**src/rtl/axi_stream_packet_arbiter_pkg.sv**
```systemverilog
// Shared types for the packet arbiter and its output stage.
package axi_stream_packet_arbiter_pkg;

  typedef enum logic {
    ST_IDLE = 1'b0,
    ST_PKT  = 1'b1
  } arb_state_e;

endpackage

```
**src/rtl/axi_stream_pipe_reg.sv**
```systemverilog
// One-entry AXI-stream register slice; contents hold while the sink stalls.
module axi_stream_pipe_reg #(
  parameter int EW = 2
) (
  input  logic                  clk,
  input  logic                  rst,
  input  logic                  s_tvalid,
  output logic                  s_tready,
  input  logic [(8<<EW)-1:0]    s_tdata,
  input  logic [(1<<EW)-1:0]    s_tkeep,
  input  logic                  s_tlast,
  output logic                  m_tvalid,
  input  logic                  m_tready,
  output logic [(8<<EW)-1:0]    m_tdata,
  output logic [(1<<EW)-1:0]    m_tkeep,
  output logic                  m_tlast
);

  localparam int DW = 8 << EW;
  localparam int KW = 1 << EW;

  logic          full_q, full_d;
  logic [DW-1:0] data_q, data_d;
  logic [KW-1:0] keep_q, keep_d;
  logic          last_q, last_d;
  logic          accept;

  // A new beat may enter when empty or when the current one leaves this cycle.
  always_comb begin
    s_tready = ~full_q | m_tready;
    accept   = s_tvalid & s_tready;
    full_d   = full_q;
    data_d   = data_q;
    keep_d   = keep_q;
    last_d   = last_q;
    if (accept) begin
      full_d = 1'b1;
      data_d = s_tdata;
      keep_d = s_tkeep;
      last_d = s_tlast;
    end else if (m_tready) begin
      full_d = 1'b0;
    end
  end

  always_ff @(posedge clk) begin
    if (rst) begin
      full_q <= 1'b0;
      data_q <= '0;
      keep_q <= '0;
      last_q <= 1'b0;
    end else begin
      full_q <= full_d;
      data_q <= data_d;
      keep_q <= keep_d;
      last_q <= last_d;
    end
  end

  assign m_tvalid = full_q;
  assign m_tdata  = data_q;
  assign m_tkeep  = keep_q;
  assign m_tlast  = last_q;

endmodule

```
**src/rtl/axi_stream_packet_arbiter.sv**
```systemverilog
// Packet-granular round-robin merge of NI AXI-stream inputs into one registered output.
module axi_stream_packet_arbiter
  import axi_stream_packet_arbiter_pkg::*;
#(
  parameter int EW = 2,
  parameter int NI = 2
) (
  input  logic                     clk,
  input  logic                     rst,
  output logic [NI-1:0]            i_tready,
  input  logic [NI-1:0]            i_tvalid,
  input  logic [NI*(8<<EW)-1:0]    i_tdata,
  input  logic [NI*(1<<EW)-1:0]    i_tkeep,
  input  logic [NI-1:0]            i_tlast,
  input  logic                     o_tready,
  output logic                     o_tvalid,
  output logic [(8<<EW)-1:0]       o_tdata,
  output logic [(1<<EW)-1:0]       o_tkeep,
  output logic                     o_tlast,
  output logic [NI-1:0]            o_grant
);

  localparam int DW = 8 << EW;
  localparam int KW = 1 << EW;
  localparam int PW = (NI > 1) ? $clog2(NI) : 1;

  arb_state_e    state_q, state_d;
  logic [NI-1:0] grant_q, grant_d;
  logic [PW-1:0] gidx_q, gidx_d;
  logic [PW-1:0] rr_ptr_q, rr_ptr_d;

  logic [PW-1:0] pick;
  logic          sel_tvalid;
  logic [DW-1:0] sel_tdata;
  logic [KW-1:0] sel_tkeep;
  logic          sel_tlast;
  logic          pipe_in_valid;
  logic          pipe_in_ready;
  logic          accept;

  // Descending scan so the smallest offset from ptr overwrites larger ones.
  function automatic logic [PW-1:0] rr_pick(input logic [NI-1:0] req,
                                            input logic [PW-1:0] ptr);
    logic [PW-1:0] sel;
    int            idx;
    sel = ptr;
    for (int i = NI - 1; i >= 0; i--) begin
      idx = (int'(ptr) + i) % NI;
      if (req[idx]) sel = PW'(idx);
    end
    return sel;
  endfunction

  always_comb begin
    sel_tvalid    = i_tvalid[gidx_q];
    sel_tdata     = i_tdata[int'(gidx_q)*DW +: DW];
    sel_tkeep     = i_tkeep[int'(gidx_q)*KW +: KW];
    sel_tlast     = i_tlast[gidx_q];
    pipe_in_valid = (state_q == ST_PKT) & sel_tvalid & ~rst;
    accept        = pipe_in_valid & pipe_in_ready;
    i_tready      = '0;
    if (state_q == ST_PKT && !rst) begin
      i_tready = grant_q & {NI{pipe_in_ready}};
    end
  end

  // Grant is held from selection until the owner's tlast beat is accepted.
  always_comb begin
    pick     = rr_pick(i_tvalid, rr_ptr_q);
    state_d  = state_q;
    grant_d  = grant_q;
    gidx_d   = gidx_q;
    rr_ptr_d = rr_ptr_q;
    case (state_q)
      ST_IDLE: begin
        if (|i_tvalid) begin
          gidx_d  = pick;
          grant_d = NI'(1) << pick;
          state_d = ST_PKT;
        end
      end
      ST_PKT: begin
        if (accept && sel_tlast) begin
          state_d  = ST_IDLE;
          grant_d  = '0;
          rr_ptr_d = (int'(gidx_q) == NI - 1) ? '0 : gidx_q + PW'(1);
        end
      end
      default: begin
        state_d = ST_IDLE;
        grant_d = '0;
      end
    endcase
  end

  always_ff @(posedge clk) begin
    if (rst) begin
      state_q  <= ST_IDLE;
      grant_q  <= '0;
      gidx_q   <= '0;
      rr_ptr_q <= '0;
    end else begin
      state_q  <= state_d;
      grant_q  <= grant_d;
      gidx_q   <= gidx_d;
      rr_ptr_q <= rr_ptr_d;
    end
  end

  assign o_grant = grant_q;

  axi_stream_pipe_reg #(
    .EW(EW)
  ) u_out_reg (
    .clk      (clk),
    .rst      (rst),
    .s_tvalid (pipe_in_valid),
    .s_tready (pipe_in_ready),
    .s_tdata  (sel_tdata),
    .s_tkeep  (sel_tkeep),
    .s_tlast  (sel_tlast),
    .m_tvalid (o_tvalid),
    .m_tready (o_tready),
    .m_tdata  (o_tdata),
    .m_tkeep  (o_tkeep),
    .m_tlast  (o_tlast)
  );

endmodule

```
**config.mk**
```make
export PLATFORM = sky130hd
export DESIGN_NAME = axi_stream_packet_arbiter
export DESIGN_NICKNAME = d
export VERILOG_FILES = /design/src/rtl/axi_stream_packet_arbiter_pkg.sv /design/src/rtl/axi_stream_pipe_reg.sv /design/src/rtl/axi_stream_packet_arbiter.sv
export SDC_FILE = /design/constraint.sdc
export NUM_CORES = 1
export LEC_CHECK = 0
export ABC_AREA = 1
export BUFFER_PORTS_ARGS = -buffer_cell sky130_fd_sc_hd__buf_4
export CAP_MARGIN = 10
export CORE_AREA = 2 2 73 75
export CTS_CLUSTER_SIZE = 40
export DETAILED_ROUTE_END_ITERATION = 12
export DIE_AREA = 0 0 75 77
export GPL_TIMING_DRIVEN = 0
export PLACE_DENSITY_LB_ADDON = 0.08
export SETUP_SLACK_MARGIN = 0.05
export SYNTH_ARGS = -nofsm -noshare
export SYNTH_HDL_FRONTEND = slang
export SYNTH_SLANG_ARGS = --single-unit
```
**constraint.sdc**
```tcl
create_clock -name clk -period 2.3 [get_ports clk]
set_clock_uncertainty 0.05 [all_clocks]
set_input_delay 0.23 -clock clk [delete_from_list [all_inputs] [get_ports clk]]
set_output_delay 0.23 -clock clk [all_outputs]
set_load 0.05 [all_outputs]
```
Word-level counts from Yosys, hierarchy flattened
Cells that the tools add are included.
Storage, ports and cells
  output and inout port bits: 42
  input port bits: 79
  word-level logic and storage cells: 56
  register bits after elaboration: 43
Operators by class
  shifts and indexed selects: 3
  muxes and demuxes: 21
  $add $sub $neg: 2
  $lt $le $gt $ge: 3
  bitwise operators: 9
  equality and inequality tests: 2
  reductions and logical operators: 8
Operators by type and width (count)
  64-bit by 7-bit variable part select with 32-bit output: 1
  1-bit 2-to-1 mux: 16
  8-bit by 4-bit variable part select with 4-bit output: 1
  2-bit 2-to-1 mux: 3
  2-bit AND reduction: 3
  1-bit by 2-bit less-than comparator with 1-bit output (second input constant): 2
  2-bit case mux with 2 select lines: 1
  1-bit bitwise AND: 3
  2-bit by 3-bit less-than comparator with 1-bit output (second input constant): 1
  1-bit NOT: 3
  1-bit adder (second input constant): 2
  2-bit bitwise AND: 1
  1-bit logical AND: 2
  2-bit by 1-bit != test with 1-bit output (second input constant): 1
  2-bit != test (second input constant): 1
  1-bit case mux with 2 select lines: 1
  2-bit nonzero test: 1
  2-bit OR reduction: 1
  1-bit by 1-bit << shifter with 2-bit output (first input constant): 1
  1-bit bitwise AND (first input constant): 1
  1-bit logical NOT: 1
  1-bit OR: 1

Logic depth before layout (Yosys ltp)
  depth after elaboration: 10
  depth in mapped cells: 8
  gate-level depth less buffers: 7

By module
A second synthesis with hierarchy kept.
Second synthesis, totals
  cells, all modules: 415
  area, all modules: 2628.8 um2
Modules (own cells, without submodules)
  axi_stream_pipe_reg: sequential area each 760.7 um2, area an instance 1826.8 um2, cells an instance 247, times used 1
  axi_stream_packet_arbiter: sequential area each 100.1 um2, area an instance 802.0 um2, cells an instance 168, times used 1

Worst setup path before layout
Ideal clock, no wire load.
  path type: register to output
  start point: register grant_q[1] (netlist: o_grant[1])
  end point: output i_tready[1]
  required time: 2.020 ns
  path buffers: 0
  cell stages (with the launch flop): 3
  setup slack: 0.188 ns
  data arrival time: 1.832 ns
  cell sequence: dfxtp_1 -> inv_1 -> nor3_1
On the way
  longest elaborated chain between the ends: 2
RTL lines
  start, declared: RTL line axi_stream_packet_arbiter.sv:28  | logic [NI-1:0] grant_q, grant_d;
  start signal, assigned: RTL line axi_stream_packet_arbiter.sv:104  | grant_q <= grant_d;
  2-bit bitwise AND: RTL line axi_stream_packet_arbiter.sv:63  | i_tready = grant_q & {NI{pipe_in_ready}};
  2-bit 2-to-1 mux: RTL line axi_stream_packet_arbiter.sv:62  | if (state_q == ST_PKT && !rst) begin
  end, declared: RTL line axi_stream_packet_arbiter.sv:10  | output logic [NI-1:0] i_tready,
Every way passes these cells.

Worst setup path after layout
  start point: register u_out_reg.full_q (netlist: u_out_reg.m_tvalid)
  end point: output i_tready[1]
On the way
  longest elaborated chain between the ends: 4
RTL lines
  start, declared: RTL line axi_stream_pipe_reg.sv:22  | logic full_q, full_d;
  start signal, assigned: RTL line axi_stream_pipe_reg.sv:53  | full_q <= full_d;
  1-bit NOT: RTL line axi_stream_pipe_reg.sv:30  | s_tready = ~full_q | m_tready;
  1-bit OR: RTL line axi_stream_pipe_reg.sv:30
  2-bit bitwise AND: RTL line axi_stream_packet_arbiter.sv:63
  2-bit 2-to-1 mux: RTL line axi_stream_packet_arbiter.sv:62
Every way passes these cells.

==> flow_metrics.env <==
export IMPL_grt_pass1_wl_mm=8.65
export IMPL_synth_distinct_cells=21
export IMPL_core_area_um2=4980
export IMPL_die_area_um2=5780
export IMPL_wire_per_inst_um=10.6
export IMPL_syn_area_um2=2040
export IMPL_grt_util_all_layers_pct=19.0
export IMPL_comb_power_share_pct=31.1
export IMPL_crit_path_cell_trace="nand2_1, inv_1, nor3_1, buf_4"
export IMPL_drc=0
export IMPL_async_flop_share_pct=0
export IMPL_clk_pin_slew_worst_paths_ns=0.07
export IMPL_muxShareOfSynthArea_pct=0
export IMPL_syn_num_nets=401
export IMPL_synthAdderAreaFrac_pct=0
export IMPL_vias=2297
export IMPL_synth_simple_area_share_pct=39.0
export IMPL_dp_worst_setup_slack_ns=0.931
export IMPL_cts_sinks=43
export IMPL_synth_edff_count=0
export IMPL_ys_flop_type="dfxtp_1"
export IMPL_intPower_mw=1.26
export IMPL_min_period_ns=1.51
export IMPL_tns_ns=0
export IMPL_clock_fmax_ghz=0.664
export IMPL_finalInstanceArea_um2=3120
export IMPL_worstPathRequired_ns=2.02
export IMPL_cts_root_buf="clkbuf_8"
export IMPL_slew_limit_headroom_pct=70.6
export IMPL_placementRows=26
export IMPL_seq_power_share_pct=43.6
export IMPL_setup_viol=0
export IMPL_cts_made_buffers=5
export IMPL_nFillCells=541
export IMPL_initial_core_util_pct=41.1
export IMPL_rsz0062_at_grt="no"
export IMPL_fin_crit_sh_pct=65.5
export IMPL_clk_latency_ns=0.28
export IMPL_postCtsSetupBuffers=0
export IMPL_path_buf_inv=2
export IMPL_regArea_um2=861
export IMPL_cpPeakStageDelay_ns=0.32
export IMPL_cts_resized=0
export IMPL_first_pass_iters=4
export IMPL_crit_family="simple AND/OR/NAND/NOR gates"
export IMPL_final_nets=528
export IMPL_ys_seq_area_share_pct=42.1
export IMPL_grt_max_degree=13
export IMPL_cp_max_fo=5
export IMPL_finalHoldViolations=0
export IMPL_portBuffers=120
export IMPL_synth_warnings=0
export IMPL_multi_input_area_um2=1020
export IMPL_maxCapViolCount=0
export IMPL_ys_ff_latch=43
export IMPL_die_y_um=77
export IMPL_area_growth_pct=52.6
export IMPL_p_sw_mw=0.618
export IMPL_peakVddDrop_mv=0.383
export IMPL_drtIter0Drc=146
export IMPL_routed_via_density=4.43
export IMPL_hold_path_class="in2reg"
export IMPL_antenna_found_initial=0
export IMPL_cts_buffer_depth=2
export IMPL_arrival_ns=1.23
export IMPL_synth_cells=322
export IMPL_p_leak_nw=1.64
export IMPL_rrSetupSlack_ns=0.96
export IMPL_slowest_stage="dfxtp_1"
export IMPL_num_antenna_cells=0
export IMPL_status="finished clean"
export IMPL_power_density_nw_per_um2=602
export IMPL_final_max_slew_viol_count=0
export IMPL_synthesis_area_per_instance_um2=6.35
export IMPL_grt_ovfl_total=0
export IMPL_p_clk_share_pct=25.3
export IMPL_swShare_pct=32.9
export IMPL_synth_compound_area_share_pct=10.9
export IMPL_critPathKind="reg2out"
export IMPL_cts_tree="yes"
export IMPL_htree_num_levels=2
export IMPL_gp_congestion=0.765
export IMPL_synth_xor_area_share_pct=0
export IMPL_setup_ws_ns=0.793
export IMPL_die_x_um=75
export IMPL_post_route_cells_drive_above_1_share_pct=32.7
export IMPL_start_kind="register"
export IMPL_synth_top_family_by_area="simple AND/OR/NAND/NOR gates"
export IMPL_placed_area_um2=3030
export IMPL_grt_pass1_vias=1982
export IMPL_worst_slew_pin_slew_ns=0.441
export IMPL_wirelength_mm=5.49
export IMPL_hpwl_mm=4.24
export IMPL_hold_buffers=0
export IMPL_ant_nets=0
export IMPL_end_kind="primary output"
export IMPL_design_portCount=121
==> cells in the final DEF (no fill, tap or decap), drive strengths merged <==
| cell | instances |
|---|---|
| a21oi | 6 |
| buf | 136 |
| clkbuf | 9 |
| clkinv | 1 |
| dfxtp | 43 |
| inv | 11 |
| nand2 | 123 |
| nand3 | 2 |
| nand4 | 1 |
| nor2 | 78 |
| nor3 | 1 |
| o21a | 1 |
| o21ai | 37 |
==> power groups by stage <==
| stage | clock network, mW | logic, mW | registers (mW) |
|---|---|---|---|
| 3_5_place_dp | 0 | 0.590 | 0.837 |
| 3_3_place_gp | 0 | 0.586 | 0.835 |
| 5_1_grt | 0.525 | 0.643 | 0.825 |
| 4_1_cts | 0.490 | 0.592 | 0.820 |
| 6_report | 0.475 | 0.585 | 0.819 |
| 2_1_floorplan | 0 | 0.209 | 0.992 |
==> stage by stage <==
step	cells	utilization (%)	hold slack (ns)	power, mW
after CTS	519	62.7	0.0769	1.90
after floorplan	322	-	0.249	1.20
after detailed placement	512	60.9	0.393	1.43
after global placement	512	60.9	0.389	1.42
final	519	62.7	0.0903	1.88
after global routing	519	62.7	0.0840	1.99
==> cell families after synthesis <==
group | after synthesis
AND/OR/NAND/NOR | 205
AO/OA/AOI/OAI | 44
flip-flops | 43
buffers and inverters | 30
==> flip-flops by register name, summed over array words and instances (netlist names) <==
| name | flops |
|---|---|
| state_q | 1 |
| gidx_q | 1 |
| u_out_reg.m_tdata | 32 |
| rr_ptr_q | 1 |
| u_out_reg.m_tlast | 1 |
| u_out_reg.m_tkeep | 4 |
| u_out_reg.m_tvalid | 1 |
| o_grant | 2 |
==> per-layer routing <==
| metal | vias to the layer above | track usage (%) | wire, um | part of all wire [%] |
|---|---|---|---|---|
| met5 | - | 0 | 0 | 0 |
| met4 | 0 | 4.29 | 29 | 0.53 |
| met3 | 4 | 6.83 | 481 | 8.8 |
| met2 | 73 | 32.7 | 2700 | 49 |
| met1 | 980 | 22.0 | 2270 | 41 |
| li1 | 1240 | - | - | - |
==> synthesized netlist by cell type (3+ instances only) <==
cell	n	area share, %
nand2_1	122	22
nor2_1	77	14
dfxtp_1	43	42
o21ai_1	20	4.9
o21ai_0	17	4.2
inv_1	9	1.7
buf_2	8	2.0
a21oi_1	6	1.5
buf_4	4	1.5
buf_6	3	1.7
clkbuf_1	3	0.55
==> worst register-to-register path: stages, from the launching register on <==
cell	delay, ns
dfxtp_1	0.38
nor2_1	0.09
nor2_4	0.14
nand3_4	0.10
buf_6	0.16
buf_6	0.14
o21ai_1	0.13
nor2_1	0.05
==> final timing paths <==
path                                    startpoint  cells past startpoint              endpoint
worst max-delay path            u_out_reg.m_tvalid                      4           i_tready[1]
worst min-delay path                           rst                      2    u_out_reg.m_tvalid
worst max register to register              gidx_q                      7  u_out_reg.m_tkeep[2]
worst min register to register   u_out_reg.m_tlast                      2     u_out_reg.m_tlast
==> area by class of cell <==
class | count | area share (%)
Sequential cell | 43 | 27.6
Buffer | 19 | 3.81
Inverter | 11 | 1.40
Clock buffer | 6 | 2.65
Multi-Input combinational cell | 249 | 32.7
Timing Repair Buffer | 120 | 28.9
Clock inverter | 1 | 0.160
Tap cell | 70 | 2.81
Note: power is estimated with default switching activity, not from simulation.
